--- src/rtl/control_unit.sv ---
// Moore sequencer for the 8-bit CPU datapath: fetch, decode, and execute of loads,
// stores, ALU ops and branches. Every output is decoded from the current state only.
module control_unit #(
  parameter logic [2:0] ALU_ADD = 3'b000,
  parameter logic [2:0] ALU_SUB = 3'b001,
  parameter logic [2:0] ALU_AND = 3'b010,
  parameter logic [2:0] ALU_OR  = 3'b011,
  parameter logic [2:0] ALU_INC = 3'b100,
  parameter logic [2:0] ALU_DEC = 3'b101
) (
  input  logic       clk,
  input  logic       reset,
  input  logic [7:0] ir,
  input  logic [3:0] ccr_result,
  output logic       ir_load,
  output logic       mar_load,
  output logic       pc_load,
  output logic       pc_inc,
  output logic       a_load,
  output logic       b_load,
  output logic       ccr_load,
  output logic       write,
  output logic [2:0] alu_sel,
  output logic [1:0] bus1_sel,
  output logic [1:0] bus2_sel,
  output logic [4:0] state
);
  localparam logic [7:0] LDA_IMM = 8'h10, LDA_DIR = 8'h11, LDB_IMM = 8'h12, LDB_DIR = 8'h13;
  localparam logic [7:0] STA_DIR = 8'h14, STB_DIR = 8'h15;
  localparam logic [7:0] ADD_AB = 8'h20, SUB_AB = 8'h21, AND_AB = 8'h22, OR_AB = 8'h23;
  localparam logic [7:0] INCA = 8'h24, INCB = 8'h25, DECA = 8'h26, DECB = 8'h27;
  localparam logic [7:0] BRA = 8'h30, BNU = 8'h31, BND = 8'h32, BZU = 8'h33, BZD = 8'h34;
  localparam logic [7:0] BVU = 8'h35, BVD = 8'h36, BCU = 8'h37, BCD = 8'h38;

  localparam logic [4:0] S_F0 = 5'd0, S_F1 = 5'd1, S_F2 = 5'd2, S_D3 = 5'd3;
  localparam logic [4:0] S_OP_E4 = 5'd4, S_OP_E5 = 5'd5;
  localparam logic [4:0] S_LDA_IMM_E6 = 5'd6, S_LDB_IMM_E6 = 5'd7;
  localparam logic [4:0] S_DIR_E6 = 5'd8, S_LD_DIR_E7 = 5'd9;
  localparam logic [4:0] S_LDA_DIR_E8 = 5'd10, S_LDB_DIR_E8 = 5'd11;
  localparam logic [4:0] S_STA_E7 = 5'd12, S_STB_E7 = 5'd13;
  localparam logic [4:0] S_ADD = 5'd14, S_SUB = 5'd15, S_AND = 5'd16, S_OR = 5'd17;
  localparam logic [4:0] S_INCA = 5'd18, S_DECA = 5'd19, S_INCB = 5'd20, S_DECB = 5'd21;
  localparam logic [4:0] S_BR_E4 = 5'd22, S_BR_E5 = 5'd23, S_BR_E6 = 5'd24, S_BR_NT = 5'd25;

  logic [4:0] state_q, state_d;
  logic       n_f, z_f, v_f, c_f, taken;

  assign {n_f, z_f, v_f, c_f} = ccr_result;
  assign state = state_q;

  always_comb begin
    taken = 1'b0;
    case (ir)
      BRA: taken = 1'b1;
      BNU: taken = n_f;
      BND: taken = !n_f;
      BZU: taken = z_f;
      BZD: taken = !z_f;
      BVU: taken = v_f;
      BVD: taken = !v_f;
      BCU: taken = c_f;
      BCD: taken = !c_f;
      default: taken = 1'b0;
    endcase
  end

  // ir is held stable through execute, so shared operand-fetch states fan out on it.
  always_comb begin
    state_d = S_F0;
    case (state_q)
      S_F0: state_d = S_F1;
      S_F1: state_d = S_F2;
      S_F2: state_d = S_D3;
      S_D3:
        case (ir)
          LDA_IMM, LDB_IMM, LDA_DIR, LDB_DIR, STA_DIR, STB_DIR: state_d = S_OP_E4;
          ADD_AB: state_d = S_ADD;
          SUB_AB: state_d = S_SUB;
          AND_AB: state_d = S_AND;
          OR_AB:  state_d = S_OR;
          INCA:   state_d = S_INCA;
          DECA:   state_d = S_DECA;
          INCB:   state_d = S_INCB;
          DECB:   state_d = S_DECB;
          BRA, BNU, BND, BZU, BZD, BVU, BVD, BCU, BCD:
            state_d = taken ? S_BR_E4 : S_BR_NT;
          default: state_d = S_F0;
        endcase
      S_OP_E4: state_d = S_OP_E5;
      S_OP_E5:
        if (ir == LDA_IMM)      state_d = S_LDA_IMM_E6;
        else if (ir == LDB_IMM) state_d = S_LDB_IMM_E6;
        else                    state_d = S_DIR_E6;
      S_DIR_E6:
        if (ir == STA_DIR)      state_d = S_STA_E7;
        else if (ir == STB_DIR) state_d = S_STB_E7;
        else                    state_d = S_LD_DIR_E7;
      S_LD_DIR_E7: state_d = (ir == LDB_DIR) ? S_LDB_DIR_E8 : S_LDA_DIR_E8;
      S_BR_E4: state_d = S_BR_E5;
      S_BR_E5: state_d = S_BR_E6;
      default: state_d = S_F0;
    endcase
  end

  always_ff @(posedge clk) begin
    if (reset) state_q <= S_F0;
    else       state_q <= state_d;
  end

  always_comb begin
    ir_load = 1'b0; mar_load = 1'b0; pc_load = 1'b0; pc_inc = 1'b0;
    a_load = 1'b0; b_load = 1'b0; ccr_load = 1'b0; write = 1'b0;
    alu_sel = 3'b000; bus1_sel = 2'b00; bus2_sel = 2'b00;
    case (state_q)
      S_F0, S_OP_E4, S_BR_E4: begin bus1_sel = 2'b00; bus2_sel = 2'b01; mar_load = 1'b1; end
      S_F1, S_OP_E5, S_BR_NT: pc_inc = 1'b1;
      S_F2:                   begin bus2_sel = 2'b10; ir_load = 1'b1; end
      S_LDA_IMM_E6, S_LDA_DIR_E8: begin bus2_sel = 2'b10; a_load = 1'b1; end
      S_LDB_IMM_E6, S_LDB_DIR_E8: begin bus2_sel = 2'b10; b_load = 1'b1; end
      S_DIR_E6:               begin bus2_sel = 2'b10; mar_load = 1'b1; end
      S_STA_E7:               begin bus1_sel = 2'b01; write = 1'b1; end
      S_STB_E7:               begin bus1_sel = 2'b10; write = 1'b1; end
      S_ADD:  begin alu_sel = ALU_ADD; bus1_sel = 2'b01; a_load = 1'b1; ccr_load = 1'b1; end
      S_SUB:  begin alu_sel = ALU_SUB; bus1_sel = 2'b01; a_load = 1'b1; ccr_load = 1'b1; end
      S_AND:  begin alu_sel = ALU_AND; bus1_sel = 2'b01; a_load = 1'b1; ccr_load = 1'b1; end
      S_OR:   begin alu_sel = ALU_OR;  bus1_sel = 2'b01; a_load = 1'b1; ccr_load = 1'b1; end
      S_INCA: begin alu_sel = ALU_INC; bus1_sel = 2'b01; a_load = 1'b1; ccr_load = 1'b1; end
      S_DECA: begin alu_sel = ALU_DEC; bus1_sel = 2'b01; a_load = 1'b1; ccr_load = 1'b1; end
      S_INCB: begin alu_sel = ALU_INC; bus1_sel = 2'b10; b_load = 1'b1; ccr_load = 1'b1; end
      S_DECB: begin alu_sel = ALU_DEC; bus1_sel = 2'b10; b_load = 1'b1; ccr_load = 1'b1; end
      S_BR_E6:                begin bus2_sel = 2'b10; pc_load = 1'b1; end
      default: ;
    endcase
  end
endmodule

--- config.mk ---
export PLATFORM = sky130hd
export DESIGN_NAME = control_unit
export DESIGN_NICKNAME = d
export VERILOG_FILES = /design/src/rtl/control_unit.sv
export SDC_FILE = /design/constraint.sdc
export NUM_CORES = 1
export LEC_CHECK = 0
export CAP_MARGIN = 10
export CORE_MARGIN = 2
export CORE_UTILIZATION = 40
export DETAILED_ROUTE_END_ITERATION = 10
export PLACE_DENSITY = 0.72
export SYNTH_ARGS = -nofsm -noshare
export SYNTH_HDL_FRONTEND = slang
export SYNTH_SLANG_ARGS = --single-unit
--- constraint.sdc ---
create_clock -name clk -period 1.65 [get_ports clk]
set_clock_uncertainty 0.2 [all_clocks]
set_input_delay 0.165 -clock clk [delete_from_list [all_inputs] [get_ports clk]]
set_output_delay 0.165 -clock clk [all_outputs]
set_load 0.01 [all_outputs]
==> results.ini, run 1 <==
[global_routing]
grt-ovfl-total = 0
grt_max_degree = 16
grtUsageTotal_pct = 30.8
antenna_found_initial = 0
grt_use_met3_pct = 2.57
grtUsageMet2_pct = 58.6
grt.busiest_layer = met2
grt.met1_usage_pct = 32.6
grt_pass1_wl_mm = 6.40
grt_pass1_vias = 1466

[finish]
layout_commonest_cell = buf_4
stdcell_count = 251
antenna_cells = 0
nNetsFinal = 238
finalInstanceArea_um2 = 1880
drive_gt1_share_pct = 48.4
largest_reg_flops = 5
mostFrequentLayoutCells = buf_4, a21oi_1, buf_2
area_growth_pct = 102
post-route-util_pct = 85.1

[timing]
final.setup.tns_ps = -618
slew_headroom_pct = 76.0
rsz0062_at_grt = yes
fin_crit_ps = 1760
setup_viol_count_final = 13
timing.final.max_slew_violations = 0
fmax_mhz = 568
hold_violations = 0
worst_pin_slew_ps = 355
fin_crit_sh_pct = 107
worst_slack_ps = -110

[outcome]
violations = negative setup slack
outcome = complete, but fails checks

[synth]
yosys_register_bits = 5
synth_area_per_cell_um2 = 6.60
synth_nets = 155
synthCells = 141
ys_seq_area_share_pct = 10.8
synth_edf_count = 0
synthFlopType = dfxtp_1
yosysUniqueCellTypes = 47
yosys_warnings = 0
syn-cell-area_um2 = 931
synthArstFlopShare_pct = 0

[routing]
ant_nets = 0
vias = 1515
avgViaCountPerCell = 6.04
drt_iter0_drc = 62
first_pass_iters = 4
drt-total-wl_mm = 4.20
post-route-drc-count = 0
avgRoutedWirePerCell_um = 16.7

[die]
start_util_pct = 42.1
die_x_um = 52.2
fp.coreArea_um2 = 2210
chipHeight_um = 52.2
io_pins = 34
die_area_um2 = 2730
rows = 17

[setup_path]
crit_chain = bufbuf_16 > nand4b_1 > o21ai_2 > nand2b_1 > nand3b_1 > o22ai_1
cp_max_fo = 6
path_class = flip-flop to flip-flop
worstSetupStartpointType = flip-flop
cp.arrival_ps = 1720
endpoint_kind = flip-flop
critPathTopFamily = simple AND/OR/NAND/NOR gates
required_ps = 1610
max_stage_delay_ps = 380
cp_slowest_cell = dfxtp_4
worst-path-buf-inv = 1

[cts]
cts_tree = done
cts-buffers-inserted = 3
root_buffer = clkbuf_4
clockBufferDepth = 2
h-tree-depth = 1
path_clk_slew_ps = 50
ctsHoldBuffers = 0
clkSinkCount = 5
clock_latency_ps = 240

[job]
cap_violations = 0

[placed_design]
post-dp-hpwl_mm = 2.73
place_area_um2 = 1590
gp_congestion = 0.905
dp.cells = 237
io_buffers = 33

[power]
peakVddDrop_v = 0.000333
p_total_mw = 0.574
total_leakage_power_nw = 0.850
p_per_area_nw_per_um2 = 305

[worst_hold_path]
worstHoldPathType = input pin to flip-flop

[worst register-to-register path: stages (launching register included)]
cell and delay (ps):
dfxtp_4 380, bufbuf_16 260, nand4b_1 180, o21ai_2 110
nand2b_1 80, nand3b_1 230, o22ai_1 220
[per-layer routing]
metal	routed length, µm	share of wire (%)
met5	0	0
met4	205	4.9
met3	215	5.1
met2	2190	52
met1	1580	38
[metrics by stage]
step           hold WS [ps]  setup WS (ps)
6_report                189           -110
5_1_grt                 235           -171
4_1_cts                 373          -84.7
3_5_place_dp            498           -438
3_3_place_gp            488           -354
2_1_floorplan           121          -24.4
[final timing paths]
path                            startpoint  endpoint  slack (ps)  depth (start not counted)
worst min register to register    state[3]  state[4]         520                          3
worst max register to register    state[1]  state[1]        -110                          6
worst max-delay path              state[1]  state[1]        -110                          6
worst min-delay path                 ir[6]  state[4]         190                          4
[what timing repair did]
action / CTS / global route
hold endpoints to repair: 0 / 0
cloned: 1 / 0
gates resized for setup: 104 / 22
pin swaps: 12 / 9
setup buffers: 7 / 2
setup endpoints to repair: 25 / 20
[Yosys cell counts, drive strengths merged (2+ instances only)]
master / number / share of area (%)
nor2b: 6 / 4.0
nand3b: 2 / 1.6
a21oi: 14 / 7.5
and3: 2 / 1.3
a211oi: 2 / 1.6
nor3: 8 / 4.8
o21ai: 6 / 3.2
nand4: 2 / 1.3
nand2: 10 / 4.0
mux2i: 2 / 2.2
a21o: 2 / 1.6
o22ai: 7 / 4.7
nand3: 4 / 2.2
o211ai: 2 / 1.6
clkbuf: 3 / 1.2
o41ai: 2 / 1.9
a311oi: 2 / 1.9
buf: 8 / 4.8
nor3b: 2 / 1.6
o311ai: 2 / 1.9
inv: 4 / 1.6
nand4b: 3 / 2.8
dfxtp: 5 / 11
nand2b: 9 / 6.0
nor4: 3 / 2.0
nor2: 12 / 4.8
[power by group]
| group | total [mW] | internal [mW] | switching, mW |
|---|---|---|---|
| Clock | 0.145 | 0.0916 | 0.0536 |
| Sequential | 0.130 | 0.121 | 0.00913 |
| Combinational | 0.299 | 0.162 | 0.137 |
[cell type report]
class / instances / area [µm²]
fill: 137 / 330
clock buffer: 4 / 26.3
tap: 28 / 35.0
multi-input combinational: 121 / 920
timing repair buffer: 89 / 767
sequential: 5 / 116
inverter: 4 / 17.5
[cell families (layout without fill, tap and decap cells)]
logic type,after synthesis,count (layout),synth area share (%)
AO/OA/AOI/OAI,48,48,34.7
multiplexers,3,3,3.76
flip-flops,5,5,10.8
AND/OR/NAND/NOR,68,68,41.0
buffers and inverters,15,97,7.66
adder cells (fa/ha/maj),1,1,1.21
XOR/XNOR,1,1,0.941
Note: power is estimated with default switching activity, not from simulation.
==> inputs of run 2 (changes only) <==
ABC_CLOCK_PERIOD_IN_PS = 1650   (was unset)
==> results of run 2 <==
Final layout, timing and power as in run 1 (identical DEF).
